### src/rtl/sha256_block_padder_if.sv
// sha256_block_padder_if: memory read port plus padded-block handshake.
// master = padder side, slave = memory/consumer side.
interface sha256_block_padder_if #(
  parameter int unsigned ADDR_W = 16
);
  logic [ADDR_W-1:0] mem_addr;
  logic [31:0]       mem_read_data;
  logic              block_valid;
  logic              block_ready;
  logic [511:0]      block_data;
  logic              block_last;

  modport master (
    output mem_addr, block_valid, block_data, block_last,
    input  mem_read_data, block_ready
  );

  modport slave (
    input  mem_addr, block_valid, block_data, block_last,
    output mem_read_data, block_ready
  );
endinterface

### src/rtl/sha256_block_padder.sv
// sha256_block_padder: reads a byte-sized message from word-addressed memory and presents
// SHA-256 padded 512-bit blocks (0x80 delimiter, zero fill, 64-bit bit length) one at a time.
// Optional feature: define SHA256_PAD_BYTESWAP_EN to byte-swap each memory word before
// masking/padding (little-endian message storage).
module sha256_block_padder #(
  parameter int unsigned READ_LAT = 2,
  parameter int unsigned ADDR_W   = 16
) (
  input  logic                  clk_i,
  input  logic                  reset_ni,
  input  logic                  start_i,
  input  logic [31:0]           message_addr_i,
  input  logic [31:0]           size_i,
  output logic                  busy_o,
  output logic                  done_o,
  sha256_block_padder_if.master bus_if
);

  typedef enum logic [1:0] {StIdle, StFill, StPresent, StDone} state_e;

  state_e            state_q;
  logic [31:0]       size_q;
  logic [ADDR_W-1:0] base_q;
  logic [27:0]       nblocks_q;
  logic [31:0]       rd_words_q;
  logic [27:0]       blk_q;
  logic [4:0]        slot_q;       // next slot to process; 16 = all issued
  logic [ADDR_W-1:0] mem_addr_q;
  logic [511:0]      block_q;
  logic              block_valid_q;
  logic              block_last_q;
  logic              busy_q;
  logic              done_q;

  // Read tags: destination slot and mask kind (0 = whole word, 1..3 = bytes kept before 0x80)
  logic [READ_LAT-1:0] tag_vld_q;
  logic [3:0]          tag_slot_q [READ_LAT];
  logic [1:0]          tag_kind_q [READ_LAT];

  logic [31:0] k_w;
  logic [33:0] byte_pos;
  logic        is_read;
  logic [1:0]  kind;
  logic        last_blk;
  logic [31:0] pad_word;
  logic [31:0] rd_word;
  logic [31:0] rd_masked;
  logic        unused_addr;

  assign unused_addr = ^message_addr_i[31:ADDR_W];

  // Classify the slot currently being issued and form its non-memory value.
  always_comb begin
    k_w      = {blk_q[27:0], slot_q[3:0]};
    byte_pos = {k_w, 2'b00};
    is_read  = k_w < rd_words_q;
    kind     = ((byte_pos + 34'd4) <= {2'b00, size_q}) ? 2'd0 : size_q[1:0];
    last_blk = blk_q == (nblocks_q - 28'd1);
    pad_word = 32'h0;
    if (byte_pos == {2'b00, size_q}) begin
      pad_word = 32'h8000_0000;
    end else if (last_blk && slot_q[3:0] == 4'd14) begin
      pad_word = {29'd0, size_q[31:29]};
    end else if (last_blk && slot_q[3:0] == 4'd15) begin
      pad_word = {size_q[28:0], 3'b000};
    end
  end

  // Returning memory word: optional byte swap, then delimiter insertion for the partial word.
  always_comb begin
`ifdef SHA256_PAD_BYTESWAP_EN
    rd_word = {bus_if.mem_read_data[7:0], bus_if.mem_read_data[15:8],
               bus_if.mem_read_data[23:16], bus_if.mem_read_data[31:24]};
`else
    rd_word = bus_if.mem_read_data;
`endif
    rd_masked = rd_word;
    unique case (tag_kind_q[READ_LAT-1])
      2'd1:    rd_masked = (rd_word & 32'hFF00_0000) | 32'h0080_0000;
      2'd2:    rd_masked = (rd_word & 32'hFFFF_0000) | 32'h0000_8000;
      2'd3:    rd_masked = (rd_word & 32'hFFFF_FF00) | 32'h0000_0080;
      default: rd_masked = rd_word;
    endcase
  end

  // Control FSM, read-tag pipeline and block assembly register.
  always_ff @(posedge clk_i or negedge reset_ni) begin
    if (!reset_ni) begin
      state_q       <= StIdle;
      size_q        <= '0;
      base_q        <= '0;
      nblocks_q     <= '0;
      rd_words_q    <= '0;
      blk_q         <= '0;
      slot_q        <= '0;
      mem_addr_q    <= '0;
      block_q       <= '0;
      block_valid_q <= 1'b0;
      block_last_q  <= 1'b0;
      busy_q        <= 1'b0;
      done_q        <= 1'b0;
      tag_vld_q     <= '0;
      for (int unsigned i = 0; i < READ_LAT; i++) begin
        tag_slot_q[i] <= '0;
        tag_kind_q[i] <= '0;
      end
    end else begin
      tag_vld_q[0] <= 1'b0;
      for (int unsigned i = 1; i < READ_LAT; i++) begin
        tag_vld_q[i]  <= tag_vld_q[i-1];
        tag_slot_q[i] <= tag_slot_q[i-1];
        tag_kind_q[i] <= tag_kind_q[i-1];
      end
      if (tag_vld_q[READ_LAT-1]) begin
        block_q[{~tag_slot_q[READ_LAT-1], 5'd0} +: 32] <= rd_masked;
      end

      unique case (state_q)
        StIdle: begin
          if (start_i) begin
            size_q     <= size_i;
            base_q     <= message_addr_i[ADDR_W-1:0];
            nblocks_q  <= 28'((33'(size_i) + 33'd72) >> 6);
            rd_words_q <= 32'((33'(size_i) + 33'd3) >> 2);
            blk_q      <= '0;
            slot_q     <= '0;
            busy_q     <= 1'b1;
            state_q    <= StFill;
          end
        end
        StFill: begin
          if (slot_q != 5'd16) begin
            if (is_read) begin
              mem_addr_q    <= base_q + k_w[ADDR_W-1:0];
              tag_vld_q[0]  <= 1'b1;
              tag_slot_q[0] <= slot_q[3:0];
              tag_kind_q[0] <= kind;
            end else begin
              block_q[{~slot_q[3:0], 5'd0} +: 32] <= pad_word;
            end
            slot_q <= slot_q + 5'd1;
          end else if (!(|tag_vld_q)) begin
            // Every slot was written on an earlier edge.
            block_valid_q <= 1'b1;
            block_last_q  <= last_blk;
            state_q       <= StPresent;
          end
        end
        StPresent: begin
          if (bus_if.block_ready) begin
            block_valid_q <= 1'b0;
            block_last_q  <= 1'b0;
            if (block_last_q) begin
              done_q  <= 1'b1;
              busy_q  <= 1'b0;
              state_q <= StDone;
            end else begin
              blk_q   <= blk_q + 28'd1;
              slot_q  <= '0;
              state_q <= StFill;
            end
          end
        end
        StDone: begin
          done_q  <= 1'b0;
          state_q <= StIdle;
        end
        default: state_q <= StIdle;
      endcase
    end
  end

  assign bus_if.mem_addr    = mem_addr_q;
  assign bus_if.block_valid = block_valid_q;
  assign bus_if.block_data  = block_q;
  assign bus_if.block_last  = block_last_q;
  assign busy_o             = busy_q;
  assign done_o             = done_q;

endmodule

### src/flat_wrapper.sv
// flat-port wrapper written by rule: the top's interface ports become plain ports
module sha256_block_padder_flat 
#(
  parameter int unsigned READ_LAT = 2,
  parameter int unsigned ADDR_W   = 16
)
  (clk_i, reset_ni, start_i, message_addr_i, size_i, busy_o, done_o, bus_if_mem_addr, bus_if_block_valid, bus_if_block_data, bus_if_block_last, bus_if_mem_read_data, bus_if_block_ready);
  sha256_block_padder_if #(.ADDR_W(ADDR_W)) bus_if_i ();
  input  logic clk_i;
  input  logic reset_ni;
  input  logic start_i;
  input  logic [31:0] message_addr_i;
  input  logic [31:0] size_i;
  output logic busy_o;
  output logic done_o;
  output wire logic [$bits(bus_if_i.mem_addr)-1:0] bus_if_mem_addr;
  output wire logic [$bits(bus_if_i.block_valid)-1:0] bus_if_block_valid;
  output wire logic [$bits(bus_if_i.block_data)-1:0] bus_if_block_data;
  output wire logic [$bits(bus_if_i.block_last)-1:0] bus_if_block_last;
  input wire logic [$bits(bus_if_i.mem_read_data)-1:0] bus_if_mem_read_data;
  input wire logic [$bits(bus_if_i.block_ready)-1:0] bus_if_block_ready;
  assign bus_if_mem_addr = bus_if_i.mem_addr;
  assign bus_if_block_valid = bus_if_i.block_valid;
  assign bus_if_block_data = bus_if_i.block_data;
  assign bus_if_block_last = bus_if_i.block_last;
  assign bus_if_i.mem_read_data = bus_if_mem_read_data;
  assign bus_if_i.block_ready = bus_if_block_ready;
  sha256_block_padder #(.READ_LAT(READ_LAT), .ADDR_W(ADDR_W)) u_core (.clk_i(clk_i), .reset_ni(reset_ni), .start_i(start_i), .message_addr_i(message_addr_i), .size_i(size_i), .busy_o(busy_o), .done_o(done_o), .bus_if(bus_if_i));
endmodule
### config.mk
export PLATFORM = sky130hd
export DESIGN_NAME = sha256_block_padder_flat
export DESIGN_NICKNAME = d
export VERILOG_FILES = /design/src/rtl/sha256_block_padder_if.sv /design/src/rtl/sha256_block_padder.sv /design/src/flat_wrapper.sv
export SDC_FILE = /design/constraint.sdc
export NUM_CORES = 2
export LEC_CHECK = 0
export ABC_AREA = 1
export BUFFER_PORTS_ARGS = -buffer_cell sky130_fd_sc_hd__clkbuf_2
export CORE_MARGIN = 1
export CORE_UTILIZATION = 45
export CTS_BUF_LIST = sky130_fd_sc_hd__clkbuf_16
export CTS_CLUSTER_SIZE = 20
export DETAILED_ROUTE_END_ITERATION = 10
export HOLD_SLACK_MARGIN = 0.06
export PLACE_DENSITY = 0.69
export SLEW_MARGIN = 15
export SYNTH_ARGS = -nofsm -noshare
export SYNTH_HDL_FRONTEND = slang
export SYNTH_SLANG_ARGS = --single-unit
### constraint.sdc
create_clock -name clk_i -period 2.95 [get_ports clk_i]
set_input_delay 0.1475 -clock clk_i [delete_from_list [all_inputs] [get_ports clk_i]]
set_output_delay 0.1475 -clock clk_i [all_outputs]
set_load 0.02 [all_outputs]
Word-level counts from Yosys, hierarchy flattened. Index checks and enable logic that the tools add are counted.

Register bits: 687. Bits of input ports: 100. Logic and storage cells: 112. Output and inout port bits: 532.

Shifts and indexed selects: 4. Equal/unequal tests: 18. Mux-type cells: 43. Add/sub/neg operators: 9. Reduce and logical (&&, ||, !) cells: 16. Bitwise gates (word level): 2. Order comparisons: 2.

Operators by type and width (count): $mux W512 (4); $bwmux W512 (2); $shift A32 B11 Y512 const A (2); $shiftx A32 B11 Y512 (2); $mux W32 (3); $mux W28 (3); $pmux W24 S3 (1); $pmux W28 S2 (1); $add A34 B3 Y34 const B (1); $eq A34 B32 Y1 (1); $le A34 B32 Y1 (1); $add A32 B2 Y33 const B (1); $add A32 B7 Y33 const B (1); $lt A32 B31 Y1 (1); $add A28 B1 Y28 const B (1); $eq A28 B28 Y1 (1); $sub A27 B1 Y28 const B (1); $neg A9 Y11 (2); $mux W5 (4); $add A16 B16 Y16 (1); $reduce_and A4 Y1 (4); $pmux W5 S3 (1); $mux W1 (13); $mux W2 (6); 18 further kinds (36).

Logic depth before layout (Yosys ltp).
Depth in word-level cells: 11. Gate-level depth with buffers: 19. Depth with buffers taken out: 19.

Worst setup path after synthesis. OpenSTA, ideal clock, no wires.

Kind: reg2reg. From: reg u_core.slot_q[1]. To: reg u_core.tag_kind_q[2] in the netlist's numbering. Buffers on the path: 0. Library setup time: 0.117 ns. Required time: 2.833 ns. Arrival time: 2.952 ns. Cell stages (with the launch flop): 17. Period minus slack after synthesis: 3.069 ns. Slack: -0.119 ns. Path through: dfrtp_1 ha_1 inv_1 nor2_1 inv_1 nor2_1 inv_1 nor2_1 nand2_1 xor2_1 ha_1 nand2_1 nor4_1 nand2_1 or3_1 nand3_1 nand2_1.

Cells in the longest elaborated chain, start to end: 3. Elaborated cells on any way between the ends: 6. Classes of those cells: add/sub: 1; order compare: 2; eq/ne: 1; mux: 1; reduce/logical: 1.

RTL lines: start, declared (RTL line sha256_block_padder.sv:27) `logic [4:0] slot_q;`; start signal, assigned (RTL line sha256_block_padder.sv:141) `slot_q <= slot_q + 5'd1;`; $add A34 B3 Y34 (RTL line sha256_block_padder.sv:57) `kind = ((byte_pos + 34'd4) <= {2'b00, size_q}) ? 2'd0 : size_q[1:0];`; $le A34 B32 Y1 (RTL line sha256_block_padder.sv:57); $mux W2 (RTL line sha256_block_padder.sv:57); end signal, assigned by index (RTL line sha256_block_padder.sv:112) `tag_kind_q[i] <= tag_kind_q[i-1];`; end, declared (RTL line sha256_block_padder.sv:38) `logic [1:0] tag_kind_q [READ_LAT];`.

Parallel ways exist; a longest one is shown, timed or not. A chain may end at the register's enable or synchronous reset.

Worst setup path after layout.
From: reg u_core.blk_q[6]. To: reg u_core.tag_kind_q[2] in the netlist's numbering.

Cells in the longest elaborated chain, start to end: 3. Elaborated cells on any way between the ends: 5. Classes of those cells: add/sub: 1; order compare: 2; mux: 1; reduce/logical: 1.

RTL lines: start, declared (RTL line sha256_block_padder.sv:26) `logic [27:0] blk_q;`; start signal, assigned (RTL line sha256_block_padder.sv:158) `blk_q <= blk_q + 28'd1;`; $add A34 B3 Y34 (RTL line sha256_block_padder.sv:57); $le A34 B32 Y1 (RTL line sha256_block_padder.sv:57); $mux W2 (RTL line sha256_block_padder.sv:57).

Parallel ways exist; a longest one is shown, timed or not.

==> impl_metrics.csv <==
group,metric,value,unit
clock_tree,cts_buffer_depth,3,
routing,drtIter0Drc,3614,
run_status,status,"finished, final reports clean",
global_routing,grt_pass1_wl,219,mm
setup_path,required,3.48,ns
global_routing,grt-ovfl-total,0,
synthesis,synth_area_per_cell,8.22,um^2
hold_path,worstHoldPathType,"in2reg",
setup_path,timing.rr.start,"u_core.blk_q[6]$_DFFE_PN0P_",
synthesis,ys_top_cells_by_count,"inv_1, nand2_1, dfrtp_1",
floorplanning,die_w,283,um
placement,place_worst_setup_slack,-0.295,ns
timing,skew,0.0528,ns
routing,num_vias,35600,
routing,drc,0,
setup_path,worstSetupStartpointType,"register",
routing,wl_per_cell,23.7,um
placement,port_buffers,615,
routing,drt_first_pass_iters,6,
timing,hold_ws,0.0905,ns
synthesis,ys_top_cells_by_area,"dfrtp_1, o211ai_1, inv_1, nand2_1, o21ai_0",
clock_tree,numCtsBuffers,79,
global_routing,grt_pass1_vias,33600,
setup_path,r2r_setup_slack,0.06,ns
synthesis,ys_types,54,
floorplanning,dieHeight,283,um
setup_path,crit_start,"u_core.blk_q[6]$_DFFE_PN0P_",
clock_tree,cts.clk_slew.worst_paths,0.06,ns
setup_path,cp_max_fo,4,
synthesis,synthArstFlopShare,1.00,
synthesis,yosysTopAreaCell,"dfrtp_1",
synthesis,synth_edf_count,0,
floorplanning,io_pins,632,
placement,placed_area,41900,um^2
power,p_total,43.5,mW
cells_and_area,drive_gt1_frac,0.238,
timing,worst_slew_margin_rel,0.436,
timing,max_freq,346,MHz
synthesis,ys_ff_latch,687,
timing,period_minus_slack,2.89,ns
synthesis,synth_fp_nets,4515,
synthesis,seq_area_frac_synth,0.483,
timing,period_share,0.979,
cells_and_area,stdcell_area,45900,um^2
timing,hold_viol_final,0,
power,p_leak,24.8,nW
routing,wirelength,149,mm
synthesis,synthCells,4331,
clock_tree,htree_levels,3,
synthesis,ys.flop_type,"dfrtp_1",
setup_path,reg2regPathDepth,18,
power,irDropWorstVdd,0.778,mV
floorplanning,core_area,77800,um^2
cells_and_area,fillers,7021,
timing,tightest_slew,0.844,ns
setup_path,cp.arrival,3.42,ns
floorplanning,rows,102,
cells_and_area,final_nets,5381,
synthesis,yosysWarnings,0,
setup_path,end_kind,"register",
power,power.density,947,nW/um^2
floorplanning,dieArea,80200,um^2
clock_tree,clk_latency,0.66,ns
timing,layout_setup_ws,0.0605,ns
setup_path,critPathKind,"reg2reg",
routing,drtAntennaViolNets,0,
job,maxCapViolCount,0,
global_routing,grt_use_total,0.363,
placement,dp_hpwl,111,mm
cells_and_area,syn2layout_area_growth,28.9,%
synthesis,yosysMostFrequentCell,"inv_1",
clock_tree,tritoncts,"yes",
synthesis,synth_top_area_frac,0.483,
floorplanning,start_util,0.457,
timing,grt_setup_unrepaired,"true",
placement,place_congestion,0.968,
timing,setup_violations,0,
timing,slew_violations,0,
routing,viasPerCell,5.64,
global_routing,antenna_found_initial,6,
setup_path,r2r_end,"u_core.tag_kind_q[2]$_DFFE_PN0P_",
global_routing,grt_max_degree,102,
clock_tree,cts_root_buffer,"clkbuf_16",
setup_path,endpoint,"u_core.tag_kind_q[2]$_DFFE_PN0P_",
clock_tree,clock-sinks,687,
synthesis,synth_area,35600,um^2
[area by class of cell]
class	count	area, um^2	share of cell area
diodes	5	12.5	0.000273
clock buffers	81	2030	0.0442
clock inverters	64	601	0.0131
inverters	784	2960	0.0645
multi-input cells	2629	14900	0.324
flip-flops and latches	687	17200	0.375
well taps	1040	1300	0.0284
repair buffers	1016	6900	0.150
[registers in the layout, indices dropped and copies added (netlist names)]
register and flops:
u_core.blk_q 28, u_core.tag_kind_q 4, u_core.bus_if.block_data 512, u_core.nblocks_q 27, u_core.done_o 1, u_core.tag_vld_q 2
u_core.bus_if.block_valid 1, u_core.busy_o 1, u_core.bus_if.mem_addr 16, u_core.state_q 2, u_core.slot_q 5, u_core.bus_if.block_last 1
u_core.rd_words_q 31, u_core.size_q 32, u_core.base_q 16, u_core.tag_slot_q 8
[report_power, final]
part	total (mW)	leakage (nW)	switching (mW)	internal, mW
Clock	10.1	1.33	4.32	5.74
Sequential	14.7	9.05	2.19	12.5
Combinational	18.7	14.4	12.7	6.09
Total	43.5	24.8	19.2	24.3
[cell usage in the layout, fill, tap and decap left out, drive strengths merged, types with 64 or more instances in the layout]
cell type    Yosys  final
a21oi          106    106
o21ai          438    438
nand3          111    111
inv            768    782
ha              83     83
clkbuf         175    698
nand2          736    736
nor2           341    341
dlygate4sd3      0     64
o211ai         440    440
buf             56    335
dfrtp          687    687
[metrics by stage]
stage,TNS (ns),util,instances
after floorplan,0,-,4331
after global placement,-55.15,0.539,6070
after detailed placement,-73.58,0.539,6070
after CTS,0,0.582,6281
after global routing,-0.248,0.589,6304
final,0,0.589,6306
[worst min path at each step]
stage	slack, ns	startpoint	cells after the start	to
global placement	0.11	reset_ni	1	u_core.bus_if.block_data[472]$_DFF_PN0_
CTS	0.07	bus_if_mem_read_data[6]	5	u_core.bus_if.block_data[262]$_DFF_PN0_
floorplan	-0.15	reset_ni	0	u_core.base_q[0]$_DFFE_PN0P_
global route	0.10	bus_if_mem_read_data[23]	4	u_core.bus_if.block_data[343]$_DFF_PN0_
detailed placement	0.11	reset_ni	1	u_core.bus_if.block_data[457]$_DFF_PN0_
finish	0.09	bus_if_mem_read_data[6]	5	u_core.bus_if.block_data[262]$_DFF_PN0_
[cells by family after synthesis]
logic type | share of synthesized area
AND/OR/NAND/NOR | 0.162
AO/OA/AOI/OAI | 0.193
buffers and inverters | 0.110
flip-flops | 0.483
XOR/XNOR | 0.0209
adder cells (fa/ha/maj) | 0.0297
multiplexers | 0.00141
[routing by layer]
metal / up-vias / global-route usage / wire, um
met1: 17200 / 0.466 / 57300
met2: 1879 / 0.579 / 69200
li1: 16100 / - / -
met3: 419 / 0.0745 / 14000
met4: 2 / 0.190 / 8830
met5: - / 0 / 8
[worst max-delay path: stages (launching register included)]
cell	delay, ns
dfrtp_1	0.42
nand2_2	0.11
nor2_2	0.13
nand4_1	0.20
nor2_1	0.17
nand2_2	0.10
inv_1	0.08
nand2_1	0.06
xor2_1	0.14
ha_1	0.29
a21oi_1	0.14
nor2_1	0.06
a211oi_2	0.18
o221a_2	0.22
nor2_1	0.04
nor2_1	0.17
nand3_2	0.14
nand3_1	0.09
nand2_1	0.05
[what timing repair did]
action,4_1_cts,5_1_grt
setup endpoints to repair,460,357
hold endpoints to repair,544,0
pin swaps,1,27
gates cloned,0,3
setup buffers,1,17
gates resized for setup,23,107
hold buffers,65,0
Note: power is estimated with default switching activity, not from simulation.
